==> src/rtl/uart_tx_arbiter_if.sv <==
`default_nettype none
// ============================================================================
// Module   : uart_tx_arbiter_if
// Brief    : Requester and transmitter handshake bundle for uart_tx_arbiter.
// Revision : 1.0
// ============================================================================
interface uart_tx_arbiter_if #(
    parameter int NUM_REQ = 4,
    parameter int WIDTH   = 8,
    parameter int IDW     = $clog2(NUM_REQ)
);
    logic [NUM_REQ-1:0]       req_valid;
    logic [NUM_REQ*WIDTH-1:0] req_data;
    logic [NUM_REQ-1:0]       req_last;
    logic [NUM_REQ-1:0]       req_accept;
    logic                     tx_ready;
    logic                     tx_start;
    logic [WIDTH-1:0]         tx_data;
    logic [IDW-1:0]           grant_id;
    logic                     busy;

    modport master (
        input  req_valid, req_data, req_last, tx_ready,
        output req_accept, tx_start, tx_data, grant_id, busy
    );

    modport slave (
        output req_valid, req_data, req_last, tx_ready,
        input  req_accept, tx_start, tx_data, grant_id, busy
    );
endinterface
`default_nettype wire

==> src/rtl/uart_tx_arbiter.sv <==
`default_nettype none
// ============================================================================
// Module   : uart_tx_arbiter
// Brief    : Round-robin arbiter sharing one UART transmitter among NUM_REQ
//            requesters; optional packet lock via UART_TX_ARBITER_PACKET_LOCK_EN.
// Revision : 1.0
// ============================================================================
module uart_tx_arbiter #(
    parameter int NUM_REQ = 4,
    parameter int WIDTH   = 8,
    parameter int IDW     = $clog2(NUM_REQ)
) (
    input  logic              clock,
    input  logic              reset,
    uart_tx_arbiter_if.master bus
);
    typedef enum logic [1:0] {
        S_IDLE  = 2'd0,
        S_OFFER = 2'd1,
        S_FRAME = 2'd2
    } state_t;

    localparam logic [IDW:0]   c_num_req  = (IDW+1)'(NUM_REQ);
    localparam logic [IDW-1:0] c_last_idx = IDW'(NUM_REQ-1);

    state_t             state_q;
    logic [IDW-1:0]     rr_ptr_q;
    logic [IDW-1:0]     grant_id_q;
    logic               tx_start_q;
    logic               busy_q;
    logic [WIDTH-1:0]   tx_data_q;
    logic [NUM_REQ-1:0] req_accept_q;

    logic [NUM_REQ-1:0] w_eligible;
    logic [NUM_REQ-1:0] w_win_onehot;
    logic               w_found;
    logic [IDW-1:0]     w_win;
    logic [IDW-1:0]     w_next_ptr;
    logic [IDW:0]       w_idx;
    logic [WIDTH-1:0]   w_win_data;

`ifdef UART_TX_ARBITER_PACKET_LOCK_EN
    logic lock_q;

    // While a packet is open only its owner (the last grantee) may win.
    always_comb begin
        w_eligible = bus.req_valid;
        if (lock_q) begin
            w_eligible             = '0;
            w_eligible[grant_id_q] = bus.req_valid[grant_id_q];
        end
    end
`else
    logic w_unused_last;
    assign w_unused_last = ^bus.req_last;
    assign w_eligible    = bus.req_valid;
`endif

    // First eligible requester at or after rr_ptr, wrapping modulo NUM_REQ.
    always_comb begin
        w_found = 1'b0;
        w_win   = '0;
        w_idx   = '0;
        for (int k = 0; k < NUM_REQ; k++) begin
            w_idx = {1'b0, rr_ptr_q} + (IDW+1)'(k);
            if (w_idx >= c_num_req) begin
                w_idx = w_idx - c_num_req;
            end
            if (!w_found && w_eligible[w_idx[IDW-1:0]]) begin
                w_found = 1'b1;
                w_win   = w_idx[IDW-1:0];
            end
        end
    end

    always_comb begin
        w_win_onehot = '0;
        w_win_data   = '0;
        for (int i = 0; i < NUM_REQ; i++) begin
            if (w_win == IDW'(i)) begin
                w_win_onehot[i] = 1'b1;
                w_win_data      = bus.req_data[i*WIDTH +: WIDTH];
            end
        end
    end

    assign w_next_ptr = (w_win == c_last_idx) ? '0 : w_win + IDW'(1);

    always_ff @(posedge clock) begin
        if (reset) begin
            state_q      <= S_IDLE;
            rr_ptr_q     <= '0;
            grant_id_q   <= '0;
            tx_start_q   <= 1'b0;
            busy_q       <= 1'b0;
            tx_data_q    <= '0;
            req_accept_q <= '0;
`ifdef UART_TX_ARBITER_PACKET_LOCK_EN
            lock_q       <= 1'b0;
`endif
        end else begin
            req_accept_q <= '0;
            case (state_q)
                S_IDLE: begin
                    if (bus.tx_ready && w_found) begin
                        req_accept_q <= w_win_onehot;
                        tx_data_q    <= w_win_data;
                        grant_id_q   <= w_win;
                        tx_start_q   <= 1'b1;
                        busy_q       <= 1'b1;
                        state_q      <= S_OFFER;
`ifdef UART_TX_ARBITER_PACKET_LOCK_EN
                        lock_q       <= ~bus.req_last[w_win];
                        if (bus.req_last[w_win]) begin
                            rr_ptr_q <= w_next_ptr;
                        end
`else
                        rr_ptr_q     <= w_next_ptr;
`endif
                    end
                end
                // ready stays high through a previous stop bit, so hold the offer
                S_OFFER: begin
                    if (!bus.tx_ready) begin
                        tx_start_q <= 1'b0;
                        state_q    <= S_FRAME;
                    end
                end
                S_FRAME: begin
                    if (bus.tx_ready) begin
                        busy_q  <= 1'b0;
                        state_q <= S_IDLE;
                    end
                end
                default: begin
                    tx_start_q <= 1'b0;
                    busy_q     <= 1'b0;
                    state_q    <= S_IDLE;
                end
            endcase
        end
    end

    assign bus.req_accept = req_accept_q;
    assign bus.tx_start   = tx_start_q;
    assign bus.tx_data    = tx_data_q;
    assign bus.grant_id   = grant_id_q;
    assign bus.busy       = busy_q;
endmodule
`default_nettype wire

==> src/flat_wrapper.sv <==
// flat-port wrapper written by rule: the top's interface ports become plain ports
module uart_tx_arbiter_flat 
#(
    parameter int NUM_REQ = 4,
    parameter int WIDTH   = 8,
    parameter int IDW     = $clog2(NUM_REQ)
)
  (clock, reset, bus_req_valid, bus_req_data, bus_req_last, bus_tx_ready, bus_req_accept, bus_tx_start, bus_tx_data, bus_grant_id, bus_busy);
  uart_tx_arbiter_if #(.NUM_REQ(NUM_REQ), .WIDTH(WIDTH), .IDW(IDW)) bus_i ();
  input  logic clock;
  input  logic reset;
  input wire logic [$bits(bus_i.req_valid)-1:0] bus_req_valid;
  input wire logic [$bits(bus_i.req_data)-1:0] bus_req_data;
  input wire logic [$bits(bus_i.req_last)-1:0] bus_req_last;
  input wire logic [$bits(bus_i.tx_ready)-1:0] bus_tx_ready;
  output wire logic [$bits(bus_i.req_accept)-1:0] bus_req_accept;
  output wire logic [$bits(bus_i.tx_start)-1:0] bus_tx_start;
  output wire logic [$bits(bus_i.tx_data)-1:0] bus_tx_data;
  output wire logic [$bits(bus_i.grant_id)-1:0] bus_grant_id;
  output wire logic [$bits(bus_i.busy)-1:0] bus_busy;
  assign bus_i.req_valid = bus_req_valid;
  assign bus_i.req_data = bus_req_data;
  assign bus_i.req_last = bus_req_last;
  assign bus_i.tx_ready = bus_tx_ready;
  assign bus_req_accept = bus_i.req_accept;
  assign bus_tx_start = bus_i.tx_start;
  assign bus_tx_data = bus_i.tx_data;
  assign bus_grant_id = bus_i.grant_id;
  assign bus_busy = bus_i.busy;
  uart_tx_arbiter #(.NUM_REQ(NUM_REQ), .WIDTH(WIDTH), .IDW(IDW)) u_core (.clock(clock), .reset(reset), .bus(bus_i));
endmodule
==> config.mk <==
export PLATFORM = sky130hd
export DESIGN_NAME = uart_tx_arbiter_flat
export DESIGN_NICKNAME = d
export VERILOG_FILES = /design/src/rtl/uart_tx_arbiter_if.sv /design/src/rtl/uart_tx_arbiter.sv /design/src/flat_wrapper.sv
export SDC_FILE = /design/constraint.sdc
export NUM_CORES = 1
export LEC_CHECK = 0
export BUFFER_PORTS_ARGS = -buffer_cell sky130_fd_sc_hd__buf_4
export CORE_MARGIN = 1.5
export CORE_UTILIZATION = 45
export CTS_BUF_LIST = sky130_fd_sc_hd__clkbuf_4 sky130_fd_sc_hd__clkbuf_8
export CTS_CLUSTER_DIAMETER = 50
export DETAILED_ROUTE_END_ITERATION = 8
export PLACE_DENSITY = 0.81
export SLEW_MARGIN = 0
export SYNTH_ARGS = -nofsm -noshare
export SYNTH_HDL_FRONTEND = slang
export SYNTH_SLANG_ARGS = --single-unit
export TNS_END_PERCENT = 20
==> constraint.sdc <==
create_clock -name clock -period 6.5 [get_ports clock]
set_input_delay 0.975 -clock clock [delete_from_list [all_inputs] [get_ports clock]]
set_output_delay 0.975 -clock clock [all_outputs]
set_load 0.01 [all_outputs]
# Word-level counts from Yosys, hierarchy flattened
# Index checks and enable logic that the tools add are counted.
# word_totals
reg_bits,20
inputBits,43
output_inout_bits,16
word_cells,87
# op_classes
n_addsub,8
magnitude_cmp,8
eq_ne,8
n_mux,38
bitwise_logic,4
reduce_logical,14
# ops
operator,count
$mux 8,4
$mux 2,12
$mux 1,15
$lt 2x3->1 const B,4
$ge 3x3->1 const B,3
$reduce_and 3->1,3
$bmux 1 s2,4
$sub 2x1->2 const B,4
$add 2x2->3 const B,2
$eq 2x2->1 const B,3
$pmux 1 s3,2
$pmux 2 s3,1
$eq 2x1->1 const B,2
$logic_and 1x1->1,4
$logic_not 2->1,2
$ne 2x2->1 const B,2
$not 1->1,4
$add 2x1->3 const B,1
$ge 2x3->1 const B,1
$logic_not 1->1,3
$reduce_or 3->1,1
$add 2x1->2 const B,1
$ne 2x1->1 const B,1
$reduce_and 2->1,1

# Logic depth before layout (Yosys ltp)
# logic_depth
ltp_word,19
depth_mapped,11
mapped_depth_nobuf,9

# Worst setup path before layout
# Ideal clock, no wire load.
# synth_path
path_kind,in2reg
from,input port bus_req_valid[1]
to,"register u_core.tx_data_q[0], in the netlist u_core.bus.tx_data[0]"
setup_ns,0.078
arrival_ns,2.737
required_time_ns,6.422
setup_slack_ns,3.685
cell_stages,10
n_path_buf,2
path_cell_list,nor4_2 > nor4_1 > inv_1 > ha_1 > clkbuf_1 > clkbuf_1 > a21oi_1 > a221oi_1 > a211oi_1 > nor3_1
# synth_via
elab_chain_cells,17
elab_cells_between_ends,32
classes_between,eq/ne (3); mux (20); reduce/logical (9)
# synth_rtl
item,line_no,text
from (decl),flat_wrapper.sv:12,input wire logic [$bits(bus_i.req_valid)-1:0] bus_req_valid;
$bmux 1 s2,uart_tx_arbiter.sv:69,if (!w_found && w_eligible[w_idx[IDW-1:0]]) begin
$mux 1 (not written as such),uart_tx_arbiter.sv:69,
$mux 1,uart_tx_arbiter.sv:69,
$logic_not 1->1,uart_tx_arbiter.sv:69,
$logic_and 1x1->1,uart_tx_arbiter.sv:69,
$mux 1,uart_tx_arbiter.sv:69,
$logic_not 1->1,uart_tx_arbiter.sv:69,
$logic_and 1x1->1,uart_tx_arbiter.sv:69,
$mux 1,uart_tx_arbiter.sv:69,
$logic_not 1->1,uart_tx_arbiter.sv:69,
$logic_and 1x1->1,uart_tx_arbiter.sv:69,
$mux 2 *,uart_tx_arbiter.sv:69,
named net u_core.w_win[0],uart_tx_arbiter.sv:37,logic [IDW-1:0] w_win;
$logic_not 2->1,uart_tx_arbiter.sv:80,if (w_win == IDW'(i)) begin
$mux 8 (3 in series),uart_tx_arbiter.sv:80,
$mux 8 *,uart_tx_arbiter.sv:80,
to (signal assigned),uart_tx_arbiter.sv:107,tx_data_q <= w_win_data;
to (decl),uart_tx_arbiter.sv:31,logic [WIDTH-1:0] tx_data_q;
# Mark *: on every way through the listed nets, which the timed path passes. The rest lies on a longest branch. The select of a mux whose other input is x is not followed.
# A chain may end at the register's enable or synchronous reset.

# Worst setup path after layout
# layout_path
from,input port bus_req_valid[2]
to,"register u_core.tx_data_q[2], in the netlist u_core.bus.tx_data[2]"
# Same word-level chain as after synthesis.

==> flow_metrics.py <==
metrics = {
    "global_routing": {
        "grtUsageTotal_pct": 22.4,
        "grt_max_degree": 19,
        "antenna_found_initial": 0,
        "grt_pass1_wl_um": 4570,
        "grt_overflow_total": 0,
        "grt_pass1_vias": 1078,
    },
    "routing": {
        "ant_nets": 0,
        "drt-initial-drc-count": 27,
        "drc": 0,
        "dr.pass1.iters": 4,
        "vias_per_cell": 5.42,
        "vias": 1144,
        "wl_per_cell_um": 12.8,
        "drt_wl_total_um": 2710,
    },
    "synth": {
        "ys_top_cells_by_area": "dfxtp_1 37%, a21oi_1 7.0%, a221oi_1 6.5%",
        "avgSynthCellArea_um2": 7.96,
        "yosysWarnings": 0,
        "syn_inst": 135,
        "syn_nets": 182,
        "yosys.area.top_type": "dfxtp_1",
        "seq_area_frac_synth_pct": 37.3,
        "synth.cell_area_um2": 1070,
        "synth-seq-cells": 20,
        "ys_types": 25,
        "synth_top_area_share_pct": 37.3,
    },
    "cells_and_area": {
        "multi_input_area_um2": 586,
        "layout.cells.non_filler": 211,
        "nets": 231,
        "drive_gt1_share_pct": 32.2,
        "final-seq-area_um2": 400,
        "antennaDiodeCount": 0,
        "nFillCells": 185,
        "syn2layout_area_growth_pct": 42.1,
    },
    "power": {
        "p_per_area_nw_per_um2": 230,
        "peakVddDrop_v": 0.000175,
        "power_leakage_nw": 0.694,
    },
    "timing": {
        "slew_headroom_pct": 27.0,
        "fin_crit_ns": 2.98,
        "rsz0062_at_grt": "no",
        "worst_pin_slew_ns": 1.09,
        "hold_viol": 0,
        "slew_viol_final": 0,
        "fin_setup_tns_ns": 0,
        "period_share_pct": 45.8,
        "finClkSkew_ns": 0.00451,
        "finalSetupViolCount": 0,
        "fmaxAchievable_mhz": 336,
    },
    "floorplanning": {
        "die_h_um": 51.9,
        "die-width_um": 51.9,
        "initial_core_util_pct": 48.1,
        "fp.dieArea_um2": 2690,
        "coreArea_um2": 2230,
        "boundaryPins": 59,
        "rows": 17,
    },
    "clocking": {
        "ctsLongestPathBuffers": 2,
        "h-tree-depth": 1,
        "cts-buffers-inserted": 3,
        "post_cts_resized": 0,
        "path_clk_slew_ns": 0.12,
        "cts_tree": "yes",
        "clk_latency_ns": 0.30,
        "clockRootBuffer": "clkbuf_4",
        "ctsHoldBuffers": 0,
        "clock-sinks": 20,
        "postCtsSetupRepairBufs": 0,
    },
    "placed_design": {
        "dpl.cell_count": 207,
        "port_buffers": 54,
        "hpwl_um": 2120,
        "gp_congestion": 0.804,
    },
    "setup_path": {
        "critPathMaxFanout": 17,
        "r2r-start": "u_core.rr_ptr_q[1]",
        "startpoint_type": "primary input",
        "path_class": "in2reg",
        "crit_start": "bus_req_valid[2]",
        "endpoint": "u_core.bus.tx_data[2]",
        "r2r_end": "u_core.bus.tx_data[2]",
        "crit_required_ns": 6.73,
        "reg2reg_setup_slack_ns": 3.80,
        "arrival_ns": 3.20,
        "reg2reg_depth": 8,
        "crit_path_end_kind": "flip-flop",
    },
    "job": {
        "maxCapViolations": 0,
    },
    "min_path": {
        "hp-class": "reg2reg",
    },
    "outcome": {
        "status": "completed",
    },
}
## synth_stat cells, drive strengths merged
| cell | number |
|---|---|
| o21a | 1 |
| clkbuf | 6 |
| ha | 4 |
| nand2 | 5 |
| a211oi | 9 |
| a21oi | 15 |
| a221oi | 8 |
| mux2i | 1 |
| nand3b | 9 |
| o31ai | 1 |
| dfxtp | 20 |
| and2 | 5 |
| o22ai | 2 |
| buf | 4 |
| inv | 13 |
| nor4 | 2 |
| xnor2 | 1 |
| or3 | 1 |
| a2bb2oi | 1 |
| nor2 | 13 |
| or4 | 1 |
| nand2b | 3 |
| nor3 | 10 |
## routing by layer
layer | share of wire [%] | up-vias | track usage, % | wire [um]
met2 | 50 | 38 | 39.2 | 1350
met3 | 5.2 | 2 | 5.17 | 140
met4 | 0.52 | 0 | 5.26 | 14
met5 | 0 | - | 0 | 0
met1 | 44 | 524 | 27.6 | 1200
li1 | - | 580 | - | -
## sequential cells by signal (all words and copies together) (netlist names)
signal	flops
u_core.bus.tx_start	1
u_core.state_q	2
u_core.bus.tx_data	8
u_core.rr_ptr_q	2
u_core.bus.busy	1
u_core.bus.grant_id	2
u_core.bus.req_accept	4
## cell type report
cell class	count	area share, %
Clock inverter	1	1.97
Inverter	13	3.19
Timing Repair Buffer	54	26.5
Clock buffer	3	1.47
Tap cell	28	2.29
Sequential cell	20	26.2
Multi-Input combinational cell	92	38.3
## worst min path at each step
| stage | slack (ns) | start | cells past startpoint | endpoint |
|---|---|---|---|---|
| after global placement | 0.45 | u_core.bus.grant_id[0] | 2 | u_core.bus.grant_id[0] |
| after global routing | 0.52 | u_core.bus.grant_id[0] | 2 | u_core.bus.grant_id[0] |
| after floorplan | 0.48 | u_core.bus.grant_id[0] | 2 | u_core.bus.grant_id[0] |
| after CTS | 0.49 | u_core.bus.grant_id[0] | 2 | u_core.bus.grant_id[0] |
| final | 0.48 | u_core.bus.grant_id[0] | 2 | u_core.bus.grant_id[0] |
| after detailed placement | 0.48 | u_core.bus.grant_id[0] | 2 | u_core.bus.grant_id[0] |
## power by group
group / switching, W / total (W) / internal [W]
clock: 0.0000388 / 0.000101 / 0.0000623
combinational: 0.0000539 / 0.000109 / 0.0000555
sequential: 0.00000691 / 0.000140 / 0.000133
## worst max-delay path: stages
cell and delay, ns:
buf_4 0.13, mux2i_1 0.14, nor2_1 0.07, nor4_1 0.55
ha_1 0.58, a21oi_1 0.13, a221oi_1 0.34, a211oi_1 0.08
nor3_1 0.21
## cell usage in the layout, fill, tap and decap left out, types with 2 or more instances in the layout
cell type,count
buf_4,54
ha_1,4
nor3_1,10
inv_1,13
clkbuf_4,3
a21oi_1,15
nor2_1,13
nand3b_1,9
nand2_1,5
a211oi_1,9
dfxtp_1,20
a221oi_1,8
o22ai_1,2
and2_1,5
nand2b_1,3
## stage by stage
step	setup WS [ns]	total power [W]	area [um^2]	hold WS, ns	util [%]
2_1_floorplan	3.68	0.000208	1070	0.481	-
3_3_place_gp	3.39	0.000249	1480	0.447	66.1
3_5_place_dp	3.29	0.000252	1480	0.477	66.1
4_1_cts	3.61	0.000353	1530	0.494	68.4
5_1_grt	3.28	0.000373	1530	0.522	68.4
6_report	3.52	0.000351	1530	0.485	68.4
## cell families after synthesis
kind of cell    after synthesis  synth area share (%)
compound gates               37                  23.2
buf+inv                      23                  8.27
fa+ha+maj                     4                  4.66
xor+xnor                      1                 0.815
mux                           1                 0.931
simple gates                 49                  24.9
flops                        20                  37.3
Power figures use the tool's default switching activity.
